===== src/rtl/ulx3s_pll_reset_seq.sv =====
// Reset sequencer for the ULX3S PLL output domain: synchronizes and filters the PLL lock flag,
// holds reset through a settling period, and counts lock losses.
module ulx3s_pll_reset_seq #(
  parameter int unsigned LOCK_FILTER = 1024,
  parameter int unsigned HOLD_CYCLES = 256,
  parameter int unsigned DROP_FILTER = 4,
  parameter int unsigned CNT_W       = 8
) (
  input  logic             clock,
  input  logic             resetn,
  input  logic             pll_locked,
  output logic             out_reset,
  output logic             out_resetn,
  output logic             ready,
  output logic [CNT_W-1:0] loss_count,
  output logic [1:0]       state
);

  localparam int unsigned MaxCnt = (LOCK_FILTER > HOLD_CYCLES) ? LOCK_FILTER : HOLD_CYCLES;
  localparam int unsigned CntW   = (MaxCnt > 1) ? $clog2(MaxCnt) : 1;
  localparam int unsigned DcntW  = (DROP_FILTER > 1) ? $clog2(DROP_FILTER) : 1;

  localparam logic [CntW-1:0]  FilterLast = CntW'(LOCK_FILTER - 1);
  localparam logic [CntW-1:0]  HoldLast   = CntW'(HOLD_CYCLES - 1);
  localparam logic [DcntW-1:0] DropLast   = DcntW'(DROP_FILTER - 1);
  localparam logic [CNT_W-1:0] LossMax    = {CNT_W{1'b1}};

  typedef enum logic [1:0] {
    StWait   = 2'd0,
    StFilter = 2'd1,
    StHold   = 2'd2,
    StRun    = 2'd3
  } state_e;

  state_e           state_q;
  logic [1:0]       sync_q;
  logic             locked_s;
  logic [CntW-1:0]  cnt_q;
  logic [DcntW-1:0] dcnt_q;
  logic [CNT_W-1:0] loss_q;

  // Two-flop synchronizer; only locked_s is used downstream.
  always_ff @(posedge clock or negedge resetn) begin
    if (!resetn) begin
      sync_q <= 2'b00;
    end else begin
      sync_q <= {sync_q[0], pll_locked};
    end
  end

  assign locked_s = sync_q[1];

  always_ff @(posedge clock or negedge resetn) begin
    if (!resetn) begin
      state_q <= StWait;
      cnt_q   <= '0;
      dcnt_q  <= '0;
      loss_q  <= '0;
    end else begin
      unique case (state_q)
        StWait: begin
          if (locked_s) begin
            state_q <= StFilter;
            cnt_q   <= '0;
          end
        end
        StFilter: begin
          if (!locked_s) begin
            state_q <= StWait;
          end else if (cnt_q == FilterLast) begin
            state_q <= StHold;
            cnt_q   <= '0;
          end else begin
            cnt_q <= cnt_q + 1'b1;
          end
        end
        StHold: begin
          if (!locked_s) begin
            state_q <= StWait;
          end else if (cnt_q == HoldLast) begin
            state_q <= StRun;
            dcnt_q  <= '0;
          end else begin
            cnt_q <= cnt_q + 1'b1;
          end
        end
        StRun: begin
          if (locked_s) begin
            dcnt_q <= '0;
          end else if (dcnt_q == DropLast) begin
            state_q <= StWait;
            dcnt_q  <= '0;
            if (loss_q != LossMax) begin
              loss_q <= loss_q + 1'b1;
            end
          end else begin
            dcnt_q <= dcnt_q + 1'b1;
          end
        end
        default: state_q <= StWait;
      endcase
    end
  end

  // Outputs decode the state register only, so lock glitches never reach them directly.
  assign out_reset  = (state_q != StRun);
  assign out_resetn = ~out_reset;
  assign ready      = (state_q == StRun);
  assign loss_count = loss_q;
  assign state      = state_q;

endmodule


===== config.mk =====
export PLATFORM = sky130hd
export DESIGN_NAME = ulx3s_pll_reset_seq
export DESIGN_NICKNAME = d
export VERILOG_FILES = /design/src/rtl/ulx3s_pll_reset_seq.sv
export SDC_FILE = /design/constraint.sdc
export NUM_CORES = 1
export LEC_CHECK = 0
export BUFFER_PORTS_ARGS = -buffer_cell sky130_fd_sc_hd__buf_2
export CAP_MARGIN = 20
export CORE_MARGIN = 2
export CORE_UTILIZATION = 55
export CTS_BUF_LIST = sky130_fd_sc_hd__clkbuf_2
export DETAILED_ROUTE_END_ITERATION = 8
export PLACE_DENSITY = 0.87
export SETUP_SLACK_MARGIN = 0.2
export SYNTH_ARGS = -nofsm -noshare
export SYNTH_HDL_FRONTEND = slang
export SYNTH_SLANG_ARGS = --single-unit

===== constraint.sdc =====
create_clock -name clock -period 2 [get_ports clock]
set_input_delay 0.2 -clock clock [delete_from_list [all_inputs] [get_ports clock]]
set_output_delay 0.2 -clock clock [all_outputs]
set_load 0.03 [all_outputs]

Word level (Yosys, flattened, before mapping)
Index checks and enable logic that the tools add are counted.
{"block": "totals", "register_bits": 24, "input_bits": 3, "output_inout_bits": 13, "wordCells": 53}
{"block": "op_classes", "addsub": 3, "eq_ne": 17, "muxes": 19, "n_bitwise": 2, "n_reduce_logical": 7}
{"operator": "10-bit 2-to-1 mux", "count": 5}
{"operator": "10-bit one-hot mux with 3 select lines", "count": 1}
{"operator": "2-bit 2-to-1 mux", "count": 11}
{"operator": "2-bit inequality test (second input constant)", "count": 7}
{"operator": "10-bit by 1-bit adder with 10-bit output (second input constant)", "count": 1}
{"operator": "10-bit == test (second input constant)", "count": 1}
{"operator": "10-bit by 8-bit == test with 1-bit output (second input constant)", "count": 1}
{"operator": "5-bit AND reduction", "count": 2}
{"operator": "8-bit by 1-bit adder with 8-bit output (second input constant)", "count": 1}
{"operator": "8-bit inequality test (second input constant)", "count": 1}
{"operator": "2-bit one-hot mux with 4 select lines", "count": 1}
{"operator": "2-bit == test (second input constant)", "count": 3}
{"operator": "3-bit inequality test (second input constant)", "count": 2}
{"operator": "2-bit one-hot mux with 2 select lines", "count": 1}
{"operator": "4-bit AND reduction", "count": 1}
{"operator": "3-bit AND reduction", "count": 1}
{"operator": "3-bit nonzero test", "count": 1}
{"operator": "2-bit by 1-bit adder with 2-bit output (second input constant)", "count": 1}
{"operator": "2-bit by 1-bit == test with 1-bit output (second input constant)", "count": 1}
{"operator": "2-bit zero test", "count": 1}
{"operator": "2-bit by 1-bit inequality test with 1-bit output (second input constant)", "count": 1}
{"operator": "1-bit inverter", "count": 2}
{"operator": "2-bit nonzero test", "count": 1}

Longest topological paths before layout
{"block": "depth", "word_depth": 4, "depth_mapped": 7, "mapped_depth_nobuf": 6}

Least setup slack after synthesis
Ideal clock, no wire load.
{"block": "synth_timing", "path_type": "register to register", "from": "register state_q[0], in the netlist state[0]", "to": "register cnt_q[3]", "setup_ns": 0.126, "arrival_time_ns": 1.952, "required_ns": 1.874, "path_slack_ns": -0.078, "path_stages_with_launch": 7, "n_path_buf": 1, "synth_period_minus_slack_ns": 2.078, "path_cell_list": "dfrtp_1 inv_1 ha_1 buf_2 o41ai_2 nor3_2 a221o_1"}
{"block": "synth_via", "elab_chain_cells": 3, "elab_cells_between_ends": 10, "cone_classes": "eq/ne (6); mux (1); reduce/logical (3)"}
{"item": "start, declared", "line": "35", "rtl": "state_e state_q;"}
{"item": "start signal, assigned", "line": "55", "rtl": "state_q <= StWait;"}
{"item": "start signal, assigned", "line": "63", "rtl": "state_q <= StFilter;"}
{"item": "start signal, assigned", "line": "69", "rtl": "state_q <= StWait;"}
{"item": "2-bit == test, or another cell as far along", "line": "60", "rtl": "unique case (state_q)"}
{"item": "2-bit inequality test (no source line) or 3-bit nonzero test (tied branches)"}
{"item": "5-bit AND reduction (no source line)"}
{"item": "end signal, assigned", "line": "74", "rtl": "cnt_q <= cnt_q + 1'b1;"}
{"item": "end signal, assigned", "line": "84", "rtl": "cnt_q <= cnt_q + 1'b1;"}
{"item": "end, declared", "line": "38", "rtl": "logic [CntW-1:0] cnt_q;"}
Parallel ways exist; a longest one is shown, timed or not.
A chain may end at the register's enable or synchronous reset.

Worst setup path after layout
{"block": "layout_timing", "from": "register state_q[0], in the netlist state[0]", "to": "register cnt_q[7]"}
Same word-level chain as after synthesis.

==> flow_metrics.env <==
export IMPL_yosys_top_cells_area="dfrtp_1 (44%), ha_1 (7.3%), xor2_1 (3.8%)"
export IMPL_place_ws_ns=0.113
export IMPL_crit_arrival_ns=2.15
export IMPL_core_area_um2=2430
export IMPL_clockBufferDepth=2
export IMPL_period_share=0.935
export IMPL_fillers=153
export IMPL_grt_pass1_vias=1026
export IMPL_maxSlewViolCount=0
export IMPL_ys_flop_type="dfrtp_1"
export IMPL_grt_usage=0.218
export IMPL_dp_cells=173
export IMPL_clk_pin_slew_ns=0.25
export IMPL_stdcell_count=192
export IMPL_syn_inst=131
export IMPL_port_buffers=15
export IMPL_cts_tree="yes"
export IMPL_startpoint_type="flip-flop"
export IMPL_grt_max_degree=25
export IMPL_place_congestion=0.902
export IMPL_wl_met2_um=1910
export IMPL_die_w_um=54.1
export IMPL_ys_seq_elements=24
export IMPL_cts_root_buffer="clkbuf_2"
export IMPL_synth_nets=142
export IMPL_ir_worst_vdd_mv=0.911
export IMPL_power_density_nw_per_um2=1110
export IMPL_grt_pass1_wl_um=4560
export IMPL_hold_viol=0
export IMPL_synthArstFlopShare=1.00
export IMPL_cts_sinks=24
export IMPL_hp_class="in2async"
export IMPL_cts_buffers=3
export IMPL_synth_edf_count=0
export IMPL_hpwl_um=2110
export IMPL_fmax_mhz=535
export IMPL_die_h_um=54.1
export IMPL_cap_viol_max_count=0
export IMPL_vias_per_cell=6.33
export IMPL_num_rows=18
export IMPL_dr_pass1_iters=6
export IMPL_htreeDepth=1
export IMPL_dr_max_layer_used="met4"
export IMPL_critPathKind="reg2reg"
export IMPL_yosys_warnings=0
export IMPL_postRouteWirelength_um=3530
export IMPL_cp_slowest_cell="dfrtp_2"
export IMPL_crit_path_max_incr_delay_ns=0.50
export IMPL_endpoint_kind="flip-flop"
export IMPL_crit_required_ns=2.28
export IMPL_area_delta_synth_final_pct=29.3
export IMPL_rsz0062_at_grt="yes"
export IMPL_dieArea_um2=2920
export IMPL_synth_top_cell_by_area="dfrtp_1"
export IMPL_status="finished clean"
export IMPL_post_route_min_period_ns=1.87
export IMPL_setup_slack_ns=0.130
export IMPL_syn_area_um2=1380
export IMPL_yosysMostFrequentCell="dfrtp_1"
export IMPL_yosysSeqAreaShare=0.436
export IMPL_drcViolationCount=0
export IMPL_drive_gt1_frac=0.352
export IMPL_start_util=0.567
export IMPL_cp_max_fo=6
export IMPL_nets=174
export IMPL_diodes=0
export IMPL_synth_top_cell_area_share=0.436
export IMPL_ys_top_cells_by_count="dfrtp_1 (24), nor2_1 (11), nand2_1 (9), ha_1 (8)"
export IMPL_setup_viol=0
export IMPL_avgRoutedWirePerCell_um=18.4
export IMPL_fin_skew_ns=0.0183
export IMPL_drtIter0Drc=54
export IMPL_grt_overflow_total=0
export IMPL_p_total_mw=1.98
export IMPL_finish_utilization=0.733
export IMPL_insertion_delay_ns=0.35
export IMPL_fin_tns_setup_ns=0
export IMPL_yosysUniqueCellTypes=45
export IMPL_num_vias=1216
export IMPL_worstMarginPinSlew_ns=0.540
export IMPL_syn_avg_cell_area_um2=10.5
export IMPL_worstPathCellList="inv_4 -> ha_4 -> buf_4 -> o41a_1 -> and3_1 -> a221o_1"
export IMPL_max_slew_margin=0.637
export IMPL_wl_met1_um=1390
export IMPL_antenna_left=0
export IMPL_dr_wl_met3_um=181
export IMPL_antenna_found_initial=0
export IMPL_leakagePower_nw=0.819
export IMPL_pin_count=16
[routing by layer]
| layer | GRT usage | vias up |
|---|---|---|
| met5 | 0 | - |
| met4 | 0.0625 | 0 |
| met3 | 0.0250 | 10 |
| met2 | 0.419 | 53 |
| met1 | 0.249 | 597 |
| li1 | - | 556 |
[cells by family (layout without fill, tap and decap cells)]
group | count (synthesis) | count (layout) | synth area share
AND/OR/NAND/NOR | 51 | 51 | 0.214
AO/OA/AOI/OAI | 28 | 28 | 0.172
flip-flops | 24 | 24 | 0.436
buffers and inverters | 9 | 40 | 0.0290
adder cells (fa/ha/maj) | 8 | 8 | 0.0726
XOR/XNOR | 7 | 7 | 0.0445
multiplexers | 4 | 4 | 0.0318
[area by class of cell]
| type | instances | area, um^2 | area share |
|---|---|---|---|
| clock buffers | 3 | 15.0 | 0.00842 |
| clock inverters | 1 | 3.75 | 0.00211 |
| inverters | 6 | 25.0 | 0.0140 |
| multi-input cells | 98 | 876 | 0.491 |
| flip-flops and latches | 24 | 604 | 0.339 |
| well taps | 30 | 37.5 | 0.0211 |
| repair buffers | 30 | 221 | 0.124 |
[worst max-delay path, delay by kind of cell (launching register included)]
| kind | cells | cell delay, ns |
|---|---|---|
| buffers and inverters | 2 | 0.21 |
| adders and majority gates | 1 | 0.20 |
| and+or+nand+nor | 1 | 0.19 |
| AOI/OAI and AO/OA | 2 | 0.71 |
| DFF | 1 | 0.50 |
[report_power, final]
group | internal [mW] | leakage (nW) | total [mW] | switching, mW
Sequential | 0.554 | 0.321 | 0.647 | 0.0934
Combinational | 0.499 | 0.484 | 1.13 | 0.631
Clock | 0.0434 | 0.0140 | 0.200 | 0.156
[worst paths after layout]
| path | cells past startpoint | slack [ns] | startpoint | end |
|---|---|---|---|---|
| worst max register to register | 6 | 0.13 | state[0] | cnt_q[7] |
| worst min-delay path | 2 | 0.31 | resetn | loss_count[0] |
| worst min register to register | 0 | 0.38 | sync_q[0] | sync_q[1] |
| worst max-delay path | 6 | 0.13 | state[0] | cnt_q[7] |
| max in group asynchronous | 2 | 1.29 | resetn | state[0] |
| min in group clock | 0 | 0.38 | sync_q[0] | sync_q[1] |
[placed cells by master (no fill, tap or decap), drive strengths merged, types with 3 or more instances in the layout]
cell type and count:
buf 28, dfrtp 24, nor2 11, nand2 9, ha 8, nand3 7
xor2 6, nor3 6, inv 6, o21ai 5, and3 4, o31ai 4
a221o 3, clkbuf 3, nand4 3, mux2 3, o41ai 3, nand2b 3
nor4 3
[registers in the layout, indices dropped and copies added (netlist names)]
signal      cells
state           2
sync_q          2
cnt_q          10
loss_count      8
dcnt_q          2
[per-stage QoR]
step / cell area, um^2 / hold slack (ns)
after floorplan: 1420 / -0.0956
after global placement: 1510 / 0.200
after detailed placement: 1510 / 0.210
after CTS: 1580 / 0.325
after global routing: 1780 / 0.351
final: 1780 / 0.309
[what timing repair did]
| item | CTS | global route |
|---|---|---|
| setup endpoints to repair | 12 | 12 |
| gates resized for setup | 4 | 16 |
| hold buffers | 2 | 0 |
| setup buffers | 2 | 11 |
| endpoints found under the hold margin | 25 | 0 |
| pin swaps | 2 | 7 |
No activity file was read; power rests on OpenSTA's default activity.
